--- src/rtl/maple_port_scheduler.sv ---
// maple_port_scheduler
//   Shares the single Maple PHY/output engine among four port requesters.
//   A round-robin arbiter grants one port at a time. The scheduler then drives
//   the port mux select and sequences the transaction: a transmit start/complete
//   handshake with the output engine, followed by a receive window that is
//   bounded by a tick-based timeout.
//
// Ports
//   clk, rst        system clock, synchronous active-high reset
//   tick            one-cycle strobe from clock_divider, the timeout time base
//   req[3:0]        per-port request level (bit n = port n), sampled in IDLE only
//   timeout_ticks   receive window length in ticks (0 = no timeout)
//   tx_start        asks the output engine to send the FIFO frame
//   tx_busy         output engine send in progress
//   rx_enable       receiver armed for the granted port
//   rx_done         receiver captured end of frame (one-cycle pulse)
//   port_select     physical port index for maple_ports
//   grant[3:0]      one-hot grant, zero when no port is active
//   busy            high in every state except IDLE
//   xfer_done       one-cycle pulse at transaction end
//   xfer_timeout    qualified by xfer_done: 1 = timed out, 0 = rx_done
module maple_port_scheduler #(
  parameter int TIMEOUT_W = 16
) (
  input  logic                 clk,
  input  logic                 rst,
  input  logic                 tick,
  input  logic [3:0]           req,
  input  logic [TIMEOUT_W-1:0] timeout_ticks,
  output logic                 tx_start,
  input  logic                 tx_busy,
  output logic                 rx_enable,
  input  logic                 rx_done,
  output logic [1:0]           port_select,
  output logic [3:0]           grant,
  output logic                 busy,
  output logic                 xfer_done,
  output logic                 xfer_timeout
);

  typedef enum logic [2:0] {
    IDLE    = 3'd0,
    SELECT  = 3'd1,
    TX_REQ  = 3'd2,
    TX_WAIT = 3'd3,
    RX_WAIT = 3'd4,
    RELEASE = 3'd5
  } state_t;

  state_t                 state;
  state_t                 state_nxt;
  logic   [1:0]           rr_ptr;
  logic   [1:0]           port_sel;
  logic   [1:0]           win;
  logic                   win_vld;
  logic   [1:0]           scan_idx;
  logic   [TIMEOUT_W-1:0] tick_cnt;
  logic                   to_hit;
  logic                   to_flag;

  // Round-robin scan: walk from the highest offset down, so the lowest offset
  // from rr_ptr (the first requester in wrap order) is the one that sticks.
  always_comb begin
    win      = 2'd0;
    win_vld  = 1'b0;
    scan_idx = 2'd0;
    for (int i = 3; i >= 0; i--) begin
      scan_idx = rr_ptr + 2'(i);
      if (req[scan_idx]) begin
        win     = scan_idx;
        win_vld = 1'b1;
      end
    end
  end

  // The terminating tick is the timeout_ticks-th tick seen in RX_WAIT.
  assign to_hit = (timeout_ticks != '0) && tick &&
                  (tick_cnt == (timeout_ticks - TIMEOUT_W'(1)));

  // State register
  always_ff @(posedge clk) begin
    if (rst) state <= IDLE;
    else     state <= state_nxt;
  end

  // Next-state logic
  always_comb begin
    state_nxt = state;
    unique case (state)
      IDLE:    if (win_vld) state_nxt = SELECT;
      SELECT:  state_nxt = TX_REQ;
      TX_REQ:  if (tx_busy) state_nxt = TX_WAIT;
      TX_WAIT: if (!tx_busy) state_nxt = RX_WAIT;
      RX_WAIT: if (rx_done || to_hit) state_nxt = RELEASE;
      RELEASE: state_nxt = IDLE;
      default: state_nxt = IDLE;
    endcase
  end

  // Port select, round-robin pointer, receive tick counter and end cause
  always_ff @(posedge clk) begin
    if (rst) begin
      rr_ptr   <= 2'd0;
      port_sel <= 2'd0;
      tick_cnt <= '0;
      to_flag  <= 1'b0;
    end else begin
      if (state == IDLE && win_vld) port_sel <= win;

      // A tick in the cycle that leaves TX_WAIT is deliberately not counted.
      if (state == TX_WAIT && !tx_busy) begin
        tick_cnt <= '0;
      end else if (state == RX_WAIT && !rx_done && !to_hit && tick &&
                   tick_cnt != '1) begin
        tick_cnt <= tick_cnt + TIMEOUT_W'(1);
      end

      // rx_done outranks a coincident terminating tick.
      if (state == RX_WAIT && (rx_done || to_hit)) to_flag <= !rx_done;

      if (state == RELEASE) rr_ptr <= port_sel + 2'd1;
    end
  end

  // Output logic
  always_comb begin
    tx_start     = (state == TX_REQ);
    rx_enable    = (state == RX_WAIT);
    busy         = (state != IDLE);
    xfer_done    = (state == RELEASE);
    xfer_timeout = (state == RELEASE) && to_flag;
    port_select  = port_sel;
    grant        = 4'b0000;
    if (state == SELECT || state == TX_REQ || state == TX_WAIT ||
        state == RX_WAIT) begin
      grant = 4'b0001 << port_sel;
    end
  end

endmodule

--- config.mk ---
export PLATFORM = sky130hd
export DESIGN_NAME = maple_port_scheduler
export DESIGN_NICKNAME = d
export VERILOG_FILES = /design/src/rtl/maple_port_scheduler.sv
export SDC_FILE = /design/constraint.sdc
export NUM_CORES = 1
export LEC_CHECK = 0
export BUFFER_PORTS_ARGS = -buffer_cell sky130_fd_sc_hd__clkbuf_2
export CAP_MARGIN = 20
export CORE_MARGIN = 2
export CORE_UTILIZATION = 50
export DETAILED_ROUTE_END_ITERATION = 7
export GPL_TIMING_DRIVEN = 0
export PLACE_DENSITY = 0.85
export SYNTH_ARGS = -nofsm -noshare
export SYNTH_HDL_FRONTEND = slang
export SYNTH_SLANG_ARGS = --single-unit
--- constraint.sdc ---
create_clock -name clk -period 3.35 [get_ports clk]
set_input_delay 0.67 -clock clk [delete_from_list [all_inputs] [get_ports clk]]
set_output_delay 0.67 -clock clk [all_outputs]
set_load 0.05 [all_outputs]
---- Yosys cells after proc, flatten, opt, wreduce, memory -nomap -nowiden ----
Cells that the tools add are included.
word-level totals
  flip-flop bits (word level) ............. 24
  input port bits ......................... 25
  output and inout port bits .............. 11
  logic and storage cells ................. 71
operators by class
  add/sub/neg operators ................... 6
  magnitude comparators ................... 4
  eq/ne operators ......................... 11
  shift-type cells ........................ 1
  multiplexer cells ....................... 22
  reduce and logical (&&, ||, !) cells .... 22
operator list
  kind                                                                     count
  16-bit by 1-bit adder with 16-bit output, second input constant          1
  16-bit == test                                                           1
  16-bit inequality test, second input constant                            1
  16-bit nonzero test                                                      1
  16-bit by 1-bit subtractor with 16-bit output, second input constant     1
  3-bit one-hot mux with 5 select lines                                    1
  2-bit by 3-bit < comparator with 1-bit output, second input constant     4
  3-bit 2-to-1 mux                                                         4
  1-bit logical AND                                                        10
  1-bit binary-select mux with 2-bit select                                4
  1-bit 2-to-1 mux                                                         8
  2-bit 2-to-1 mux                                                         4
  3-bit by 2-bit == test with 1-bit output, second input constant          2
  3-bit == test, second input constant                                     2
  2-bit by 1-bit adder with 2-bit output, second input constant            2
  2-bit adder, second input constant                                       2
  1-bit logical OR                                                         4
  4-bit 2-to-1 mux                                                         1
  2-bit by 1-bit inequality test with 1-bit output, second input constant  2
  2-bit inequality test, second input constant                             2
  4-bit AND reduction                                                      1
  1-bit by 2-bit left shift with 4-bit output, first input constant        1
  3-bit by 1-bit == test with 1-bit output, second input constant          1
  1-bit zero test                                                          3
  3 further kinds                                                          3

---- Depth between registers and ports, before layout ----
Gate-level depths: netlist of run 1.
  word-level depth ........................ 9
  gate-level depth with buffers ........... 11
  mapped depth without buffers ............ 10

---- Worst setup path after synthesis of run 1 ----
No wires, ideal clock.
  path kind ............................... input -> register
  start point ............................. input port timeout_ticks[0]
  end point ............................... register tick_cnt[10]
  library setup time ...................... 0.070 ns
  arrival ................................. 3.122 ns
  required time ........................... 3.280 ns
  slack ................................... 0.157 ns
  stages on the path ...................... 11
  buffers on the path ..................... 1
  path through ............................ inv_1 > ha_1 > or4b_4 > or3_4 > mux2_4 > mux2i_1 > nor4_1 > o2111a_2 > buf_6 > or4_1 > a21oi_1
on the way
  word-level cells in the longest chain between the ends .. 7
  elaborated cells between the ends (all ways) .. 9
  those cells by class .................... add/sub (1); eq/ne (1); reduce/logical (7)
RTL lines
  what                                                                                         RTL line  RTL
  start: declaration                                                                           29        input logic [TIMEOUT_W-1:0] timeout_ticks,
  16-bit by 1-bit subtractor with 16-bit output / 16-bit nonzero test (equally long branches)  78, 77
  16-bit == test / 1-bit logical AND (equally long branches)                                   78, 77
  1-bit logical AND *                                                                          77        assign to_hit = (timeout_ticks != '0) && tick &&
  1-bit zero test *                                                                            113       end else if (state == RX_WAIT && !rx_done && !to_hit && tick &&
  1-bit logical AND * (3 in series)                                                            113
  end signal: assignment                                                                       115       tick_cnt <= tick_cnt + TIMEOUT_W'(1);
  end: declaration                                                                             57        logic [TIMEOUT_W-1:0] tick_cnt;
Every way passes the cells marked *; elsewhere a longest branch is shown, timed or not.
A chain may end at the register's enable or synchronous reset.

---- Worst setup path after layout of run 1 ----
Ends and elaborated chain as after synthesis.

==> summary.md, run 1 <==
| Metric | Value |
|---|---|
| FFs w/ async S/R, synth | 0% |
| DIE WIDTH | 64.74 µm |
| Post-CTS Hold Buffers | 0 |
| Die height | 64.74 µm |
| Share of layout cells above drive strength 1 | 21.00% |
| Non-filler cells, final | 329 |
| Gate power share | 23.2% |
| Yosys warnings | 0 |
| CP Capture Type | register |
| Hold_ws | 0.5200 ns |
| Post-Route Utilization | 60.03% |
| Least-Margin Pin Slew | 0.4884 ns |
| Synth top area share | 26.05% |
| CP startpoint kind | input port |
| Worst EP required | 3.55 ns |
| Number of global-route vias before repair | 1787 |
| Post-synth net total | 274 |
| Clk network pwr share | 35.3% |
| Grt ovf | 0 |
| Post-route ant nets | 0 |
| Worst-path maximum fanout | 10 |
| Synth cell types | 45 |
| Die area | 4191 µm² |
| Final setup violation count | 0 |
| PnR worst setup slack | 0.1273 ns |
| Largest net degree at the start of global routing | 15 |
| #FFs+latches synth | 24 |
| Clk_lat worst skew | 0.27 ns |
| Row cnt | 22 |
| Routed WL | 4479 µm |
| Data arrival, critical path | 3.42 ns |
| Vias per inst | 5.790 |
| Max-cap violations | 0 |
| Main synth FF type | dfxtp_1 |
| Reg2reg start | state[0]$_SDFFE_PP0P_ |
| Max Transition Viols Final | 0 |
| Fmax | 310.3 MHz |
| GRT Resource Usage Total | 22.74% |
| Switching share of power | 29.62% |
| Setup TNS | 0 ns |
| Psw | 0.2140 mW |
| Peak VDD IR | 0.0002238 V |
| Largest area contributor in the synthesized netlist | dfxtp_1 |
| H-tree Lvls | 1 |
| Synthesis-to-finish area growth | 17.37% |
| Initial antenna violation count | 0 |
| Mapped Cells | 243 |
| Critical path type | input port to register |
| # IOs | 36 |
| Area contributors post-synth | dfxtp_1, a21oi_1, nor2_1 |
| Leak pwr | 0.8478 nW |
| RePlAce Congestion | 0.8918 |
| First-pass GRT wire length | 7679 µm |
| Detailed-route DRC error count | 0 |
| Final Hold Viols | 0 |
| Core box area | 3606 µm² |
| # nets final | 313 |
| Postcts setup bufs | 0 |
| Via Count | 1905 |
| Relative slew slack | 67.44% |
| Sequential power share | 41.4% |
| Synth Area per Inst | 7.590 µm² |
| DP Wirelength | 3531 µm |
| PortBufs | 34 |
| Synth cell count leaders | nor2_1, a21oi_1, dfxtp_1 |
| Clk sink count | 24 |
| Power Total | 0.7224 mW |
| RSZ-0062 raised after global routing | no |
| Status | completed |
| Reg clk slew, reported paths | 0.09 ns |
| DP Worst Slack | -0.2455 ns |
| Final Cycle Share | 96.20% |
| Root buffer cell | clkbuf_8 |
| Power Density | 333.7 nW/µm² |
| Diodes inserted | 0 |
| Total CTS buffers | 3 |
| Power Internal | 0.5085 mW |
| Detailed Routing Iterations Pass 1 | 4 |
| Worst setup startpoint | timeout_ticks[0] |
| EDFF count, synth | 0 |
| Worst Skew | 0.002771 ns |
| Top-count cell post-synth | nor2_1 |
| Worst-case clock buffer depth | 2 |
| HP Start | tick_cnt[13]$_SDFFE_PP0P_ |
| CTS tree | yes |
| Starting Density | 51.15% |
| Initial DRC Count | 100 |
| Hold Crit Class | register to register |
| Drt wl/cell | 13.61 µm |
| Fin area | 2165 µm² |
| Register area share after synthesis | 26.05% |
| Placed Cells | 325 |
| Mapped Area | 1844 µm² |
| Tmin final | 3.223 ns |
| Post-DP Area | 2074 µm² |
path summary, 6_finish.rpt:
| path | depth (start not counted) | slack, ns | endpoint |
|---|---|---|---|
| min | 2 | 0.52 | tick_cnt[13]$_SDFFE_PP0P_ |
| max | 12 | 0.13 | tick_cnt[10]$_SDFFE_PP0P_ |
| max reg2reg | 9 | 0.79 | tick_cnt[15]$_SDFFE_PP0P_ |
| min reg2reg | 2 | 0.52 | tick_cnt[13]$_SDFFE_PP0P_ |
power by group through the flow:
stage / sequential (mW) / combinational [mW] / clock [mW]
6_report: 0.299 / 0.168 / 0.255
3_3_place_gp: 0.305 / 0.161 / 0
3_5_place_dp: 0.306 / 0.167 / 0
4_1_cts: 0.299 / 0.167 / 0.257
5_1_grt: 0.301 / 0.184 / 0.270
2_1_floorplan: 0.311 / 0.108 / 0
critical path, cell delays in order:
cell      delay (ns)
clkbuf_2        0.12
inv_1           0.07
ha_2            0.22
or4b_4          0.49
or3_4           0.40
mux2_4          0.31
mux2i_1         0.14
nor4_1          0.08
o2111a_2        0.17
buf_6           0.15
or4_1           0.46
a21oi_1         0.16
registers in the layout, summed over array words and instances (netlist names):
signal       flops
state            3
port_select      2
to_flag          1
rr_ptr           2
tick_cnt        16
layer usage:
layer	vias up	track usage, %	share of wire (%)
met1	884	27.49	44
met4	0	9.574	2.5
met5	-	0	0
li1	960	-	-
met3	11	2.257	3.2
met2	50	40.72	50
logic make-up (layout without fill, tap and decap cells):
logic type               count (synthesis)  in the layout  synth area share, %
AO/OA/AOI/OAI                           58             58                19.88
flip-flops                              24             24                26.05
buffers and inverters                   20             58                4.817
AND/OR/NAND/NOR                        110            110                32.50
XOR/XNOR                                19             19                9.023
adder cells (fa/ha/maj)                  6              6                4.070
multiplexers                             6              6                3.663
layout by cell type (no fill, tap or decap), types with 6 or more instances in the layout:
cell | Yosys | final
and2_1 | 6 | 6
clkbuf_2 | 1 | 35
a21oi_1 | 24 | 24
nand2_1 | 21 | 21
xnor2_1 | 11 | 11
nor2_1 | 27 | 26
o31ai_1 | 7 | 6
or3_1 | 10 | 10
inv_1 | 10 | 10
or4_1 | 8 | 8
o21ai_0 | 9 | 9
and3_1 | 7 | 7
dfxtp_1 | 24 | 24
xor2_1 | 8 | 8
cell type report:
class                           instances  area [µm²]
Fill cell                             344        1441
Multi-Input combinational cell        199        1294
Sequential cell                        24       480.5
Timing Repair Buffer                   34       170.2
Tap cell                               48       60.06
Buffer                                 10       51.30
Clock buffer                            3       41.29
Inverter                               10       37.54
Clock inverter                          1       30.03
what timing repair did:
item	in CTS	in global routing
resized for setup	0	4
hold endpoints to repair	0	0
setup endpoints to repair	0	3
(Power assumes the default switching activity.)
==> run 2: changes to the inputs <==
--- a/config.mk
+++ b/config.mk
@@ -8,10 +8,11 @@
 export BUFFER_PORTS_ARGS = -buffer_cell sky130_fd_sc_hd__clkbuf_2
 export CAP_MARGIN = 20
 export CORE_MARGIN = 2
-export CORE_UTILIZATION = 50
+export CORE_UTILIZATION = 59
 export DETAILED_ROUTE_END_ITERATION = 7
 export GPL_TIMING_DRIVEN = 0
-export PLACE_DENSITY = 0.85
+export MAX_ROUTING_LAYER = met4
+export PLACE_DENSITY = 0.93
 export SYNTH_ARGS = -nofsm -noshare
 export SYNTH_HDL_FRONTEND = slang
 export SYNTH_SLANG_ARGS = --single-unit
==> constraint.sdc (replaced) <==
create_clock -name clk -period 4 [get_ports clk]
set_input_delay 0.8 -clock clk [delete_from_list [all_inputs] [get_ports clk]]
set_output_delay 0.8 -clock clk [all_outputs]
set_load 0.05 [all_outputs]
==> summary.md, run 2 (synthesized netlist as in run 1, its figures left out) <==
| Metric | Value |
|---|---|
| Status | completed |
| Max Transition Viols Final | 0 (unchanged) |
| Initial DRC Count | 186 (+86%) |
| Largest net degree at the start of global routing | 15 (unchanged) |
| Die height | 59.91 µm (-7.5%) |
| Routed WL | 4373 µm (-2.4%) |
| Clk sink count | 24 (unchanged) |
| Max-cap violations | 0 (unchanged) |
| Drt wl/cell | 13.93 µm (+2.3%) |
| Post-route ant nets | 0 (unchanged) |
| Placed Cells | 310 (-4.6%) |
| # IOs | 36 (unchanged) |
| Starting Density | 61.42% (+10 points) |
| Non-filler cells, final | 314 (-4.6%) |
| Top flop regs | tick_cnt x16, state x3 |
| Most frequent cells in the layout | clkbuf_2, nor2_1, a21oi_1, dfxtp_1, nand2_1 |
| Number of global-route vias before repair | 1692 (-5.3%) |
| Max reg flops | 16 (unchanged) |
| Reg clk slew, reported paths | 0.15 ns (+0.06 ns) |
| Peak VDD IR | 0.0002656 V (+19%) |
| Worst-case clock buffer depth | 2 (unchanged) |
| PortBufs | 34 (unchanged) |
| Most common cell after layout, fill and taps aside | clkbuf_2 |
| Critical path type | input port to register |
| CP startpoint kind | input port |
| Share of layout cells above drive strength 1 | 19.93% (-1.1 points) |
| Worst Skew | 0.008712 ns (+0.005941 ns) |
| Register with the most flip-flops | tick_cnt |
| Final Hold Viols | 0 (unchanged) |
| # nets final | 313 (unchanged) |
| Via Count | 1938 (+1.7%) |
| Postcts setup bufs | 0 (unchanged) |
| Setup TNS | 0 ns (unchanged) |
| CTS tree | yes |
| First-pass GRT wire length | 7127 µm (-7.2%) |
| DP Wirelength | 3330 µm (-5.7%) |
| Detailed-route DRC error count | 0 (unchanged) |
| Least-Margin Pin Slew | 0.4854 ns (-0.003057 ns) |
| Power Density | 271.3 nW/µm² (-19%) |
| Total CTS buffers | 3 (unchanged) |
| Cts repair resizes | 0 (unchanged) |
| Row cnt | 20 (-9.1%) |
| GRT Resource Usage Total | 26.57% (+3.8 points) |
| H-tree Lvls | 1 (unchanged) |
| Relative slew slack | 67.64% (+0.20 points) |
| Tmin final | 3.320 ns |
| Diodes inserted | 0 (unchanged) |
| Leak pwr | 0.8397 nW (-0.96%) |
| Detailed Routing Iterations Pass 1 | 4 (unchanged) |
| Grt ovf | 0 (unchanged) |
| Final Cycle Share | 82.99% |
| Die area | 3589 µm² (-14%) |
| Worst EP required | 4.27 ns (+0.72 ns) |
| CP Capture Type | register |
| Fmax | 301.2 MHz |
| Final setup violation count | 0 (unchanged) |
| Synthesis-to-finish area growth | 14.31% |
| Initial antenna violation count | 0 (unchanged) |
| Vias per inst | 6.172 (+6.6%) |
| RSZ-0062 raised after global routing | no |
| Clk_lat worst skew | 0.33 ns (+0.06 ns) |
| DIE WIDTH | 59.91 µm (-7.5%) |
| Hold Crit Class | register to register |
| RePlAce Congestion | 0.8889 (-0.33%) |
| Worst-path maximum fanout | 10 (unchanged) |
| Post-CTS Hold Buffers | 0 (unchanged) |
| Core box area | 3003 µm² (-17%) |
| Data arrival, critical path | 3.59 ns (+0.17 ns) |
| Root buffer cell | clkbuf_4 |
run 2: cell counts in the layout (fill, tap and decap cells not counted):
No cell type changed its count.
run 2: report_power, final:
| part | switching [mW] | internal [mW] | total [mW] |
|---|---|---|---|
| sequential | 0.00643 | 0.245 | 0.251 |
| clock | 0.0816 | 0.101 | 0.183 |
| combinational | 0.0909 | 0.0470 | 0.138 |
| total | 0.179 | 0.393 | 0.572 |
run 2: final cells by class:
class	count	area [µm²]
buffer	10	51.30
inverter	10	37.54
tap	33	41.29
multi-input combinational	199	1275
clock inverter	1	30.03
timing repair buffer	34	170.2
fill	267	894.6
clock buffer	3	22.52
sequential	24	480.5
run 2: layer usage:
metal	wire, µm	track usage (%)	up-vias
met1	1885	31.16	904
met3	210	2.381	10
met4	75	11.11	0
li1	-	-	958
met2	2202	46.12	66
met5	0	-	-
run 2: path summary, 6_finish.rpt:
| check | start | end | depth (start not counted) | slack, ns |
|---|---|---|---|---|
| hold reg to reg | tick_cnt[13]$_SDFFE_PP0P_ | tick_cnt[13]$_SDFFE_PP0P_ | 2 | 0.53 |
| setup reg to reg | state[0]$_SDFFE_PP0P_ | tick_cnt[15]$_SDFFE_PP0P_ | 9 | 1.41 |
| hold / removal | tick_cnt[13]$_SDFFE_PP0P_ | tick_cnt[13]$_SDFFE_PP0P_ | 2 | 0.53 |
| setup / recovery | timeout_ticks[0] | tick_cnt[8]$_SDFFE_PP0P_ | 11 | 0.68 |
run 2: stage by stage:
step | instance area, µm² | total power [mW] | hold slack (ns) | util, % | setup slack (ns)
finish | 2108 | 0.5719 | 0.5284 | 70.21 | 0.6803
global route | 2108 | 0.5944 | 0.5563 | 70.21 | 0.5605
global placement | 2056 | 0.3901 | 0.4936 | 68.46 | 0.4030
detailed placement | 2056 | 0.3938 | 0.5111 | 68.46 | 0.3410
floorplan | 1844 | 0.3507 | 0.4712 | - | 0.6773
CTS | 2108 | 0.5686 | 0.5296 | 70.21 | 0.6677
run 2: critical path: stages:
cell and delay (ns):
clkbuf_2 0.12, inv_1 0.06, ha_1 0.23, or4b_4 0.49, or2_2 0.33, o31ai_1 0.34, a211oi_1 0.13, o2111a_2 0.33
buf_6 0.15, or4_1 0.46, a21oi_1 0.14
==> run 3: changes to the inputs <==
--- a/config.mk
+++ b/config.mk
@@ -8,11 +8,11 @@
 export BUFFER_PORTS_ARGS = -buffer_cell sky130_fd_sc_hd__clkbuf_2
 export CAP_MARGIN = 20
 export CORE_MARGIN = 2
-export CORE_UTILIZATION = 59
+export CORE_UTILIZATION = 50
 export DETAILED_ROUTE_END_ITERATION = 7
 export GPL_TIMING_DRIVEN = 0
 export MAX_ROUTING_LAYER = met4
-export PLACE_DENSITY = 0.93
+export PLACE_DENSITY = 0.85
 export SYNTH_ARGS = -nofsm -noshare
 export SYNTH_HDL_FRONTEND = slang
 export SYNTH_SLANG_ARGS = --single-unit
==> constraint.sdc (replaced) <==
create_clock -name clk -period 2.9 [get_ports clk]
set_input_delay 0.58 -clock clk [delete_from_list [all_inputs] [get_ports clk]]
set_output_delay 0.58 -clock clk [all_outputs]
set_load 0.05 [all_outputs]
==> summary.md, run 3 (synthesized netlist as in run 1, its figures left out) <==
| Metric | Value |
|---|---|
| Relative slew slack | 63.97% (-3.7 points) |
| Layout filler cell count | 319 (+19%) |
| Root buffer cell | clkbuf_8 |
| Worst path slowest cell | or4_4 |
| Final Cycle Share | 101.8% |
| Worst-path maximum fanout | 6 (-4) |
| Top flop regs | tick_cnt x16, state x3 |
| Most common cell after layout, fill and taps aside | clkbuf_2 |
| Max-cap violations | 0 (unchanged) |
| Vias per inst | 5.719 (-7.3%) |
| Detailed-route DRC error count | 0 (unchanged) |
| Post-route ant nets | 0 (unchanged) |
| # nets final | 319 (+1.9%) |
| Worst EP required | 3.10 ns (-1.17 ns) |
| First-pass GRT wire length | 7383 µm (+3.6%) |
| Leak pwr | 0.8920 nW (+6.2%) |
| Post-Route Utilization | 63.29% (-6.9 points) |
| PnR worst setup slack | -0.05172 ns (-0.7320 ns) |
| CP Capture Type | register |
| Reg clk slew, reported paths | 0.08 ns (-0.07 ns) |
| RSZ-0062 raised after global routing | yes |
| Final Hold Viols | 0 (unchanged) |
| Max Transition Viols Final | 0 (unchanged) |
| Worst Skew | 0.002537 ns (-0.006175 ns) |
| Via Count | 1916 (-1.1%) |
| Die area | 4191 µm² (+17%) |
| Starting Density | 51.15% (-10 points) |
| RePlAce Congestion | 0.8355 (-6.0%) |
| Initial antenna violation count | 0 (unchanged) |
| Tmin final | 2.952 ns |
| Worst stage delay on the critical path | 0.47 ns (-0.02 ns) |
| Failing checks | negative setup slack |
| Area of the multi-input gates | 1311 µm² (+2.8%) |
| Power Total | 0.7763 mW (+36%) |
| Critical path type | input port to register |
| Core box area | 3606 µm² (+20%) |
| CP startpoint kind | input port |
| PortBufs | 34 (unchanged) |
| Drt wl/cell | 13.25 µm (-4.9%) |
| Status | finished with violations |
| Clk sink count | 24 (unchanged) |
| GRT Resource Usage Total | 22.50% (-4.1 points) |
| Data arrival, critical path | 3.16 ns (-0.43 ns) |
| Total CTS buffers | 3 (unchanged) |
| Row cnt | 22 (+10%) |
| Worst-case clock buffer depth | 2 (unchanged) |
| Largest net degree at the start of global routing | 14 (-1) |
| Register area | 480.5 µm² (unchanged) |
| H-tree Lvls | 1 (unchanged) |
| Die height | 64.74 µm (+8.1%) |
| Peak VDD IR | 0.0003137 V (+18%) |
| Max reg flops | 16 (unchanged) |
| Grt ovf | 0 (unchanged) |
| Power Density | 340.2 nW/µm² (+25%) |
| Fmax | 338.8 MHz |
| Register with the most flip-flops | tick_cnt |
| Setup TNS | -0.2690 ns (-0.2690 ns) |
| Routed WL | 4438 µm (+1.5%) |
| Diodes inserted | 0 (unchanged) |
| Placed Cells | 325 (+4.8%) |
| # IOs | 36 (unchanged) |
| Clk_lat worst skew | 0.27 ns (-0.06 ns) |
| Least-Margin Pin Slew | 0.5405 ns (+0.05513 ns) |
| Hold Crit Class | input port to register |
| Post-CTS Hold Buffers | 0 (unchanged) |
| Non-filler cells, final | 335 (+6.7%) |
| DIE WIDTH | 64.74 µm (+8.1%) |
| DP Wirelength | 3366 µm (+1.1%) |
| Most frequent cells in the layout | clkbuf_2, nor2_1, dfxtp_1, a21oi_1, nand2_1 |
| Share of layout cells above drive strength 1 | 24.74% (+4.8 points) |
| Cell Chain, Critical Path | clkbuf_16 -> inv_12 -> ha_4 -> or4b_4 -> or3_4 -> mux2_4 -> mux2i_1 -> nor4_1 -> o2111a_2 -> buf_6 -> or4_4 -> a21oi_2 |
| Final setup violation count | 10 (+10) |
| Hold_ws | 0.5116 ns (-0.01682 ns) |
| Synthesis-to-finish area growth | 23.74% |
| Detailed Routing Iterations Pass 1 | 4 (unchanged) |
| Initial DRC Count | 95 (-49%) |
| Number of global-route vias before repair | 1729 (+2.2%) |
| CTS tree | yes |
run 3: worst max-delay path, delay by kind of cell:
| kind | cells | cell delay, ns |
|---|---|---|
| adder cells (fa/ha/maj) | 1 | 0.11 |
| multiplexers | 2 | 0.47 |
| AND/OR/NAND/NOR | 4 | 1.36 |
| buffers and inverters | 3 | 0.32 |
| AO/OA/AOI/OAI | 2 | 0.30 |
run 3: path summary, 6_finish.rpt:
check,start,endpoint,slack (ns),depth (start not counted)
worst max-delay path,timeout_ticks[1],tick_cnt[10]$_SDFFE_PP0P_,-0.05,12
worst min-delay path,rx_done,to_flag$_SDFFE_PP0P_,0.51,2
worst max register to register,state[0]$_SDFFE_PP0P_,tick_cnt[13]$_SDFFE_PP0P_,0.39,9
worst min register to register,tick_cnt[1]$_SDFFE_PP0P_,tick_cnt[1]$_SDFFE_PP0P_,0.52,2
run 3: layer usage:
metal / track usage (%) / vias up / share of wire [%]
li1: - / 976 / -
met1: 26.34 / 885 / 45
met2: 40.21 / 48 / 50
met3: 1.736 / 7 / 4.0
met4: 8.245 / 0 / 1.9
met5: - / - / 0
run 3: power by group:
| part | internal (mW) | switching (mW) |
|---|---|---|
| Clock | 0.121 | 0.105 |
| Combinational | 0.0745 | 0.130 |
| Sequential | 0.337 | 0.00861 |
| Total | 0.532 | 0.244 |
run 3: cell type report:
cell class / count / area share, %
Tap cell: 48 / 2.632
Timing Repair Buffer: 40 / 11.35
Multi-Input combinational cell: 199 / 57.46
Clock buffer: 4 / 2.412
Buffer: 10 / 2.357
Inverter: 10 / 2.741
Sequential cell: 24 / 21.05
run 3: repair_timing:
item / 4_1_cts / 5_1_grt
buffers inserted: 6 / 0
gates resized for setup: 7 / 9
pin swaps: 18 / 13
setup endpoints to repair: 18 / 18
run 3: through the flow:
| step | setup slack [ns] | instance area, µm² |
|---|---|---|
| final | -0.05172 | 2282 |
| after global routing | -0.1241 | 2282 |
| after CTS | -0.09364 | 2250 |
| after detailed placement | -0.4871 | 2112 |
| after global placement | -0.4182 | 2112 |
| after floorplan | -0.09143 | 1882 |
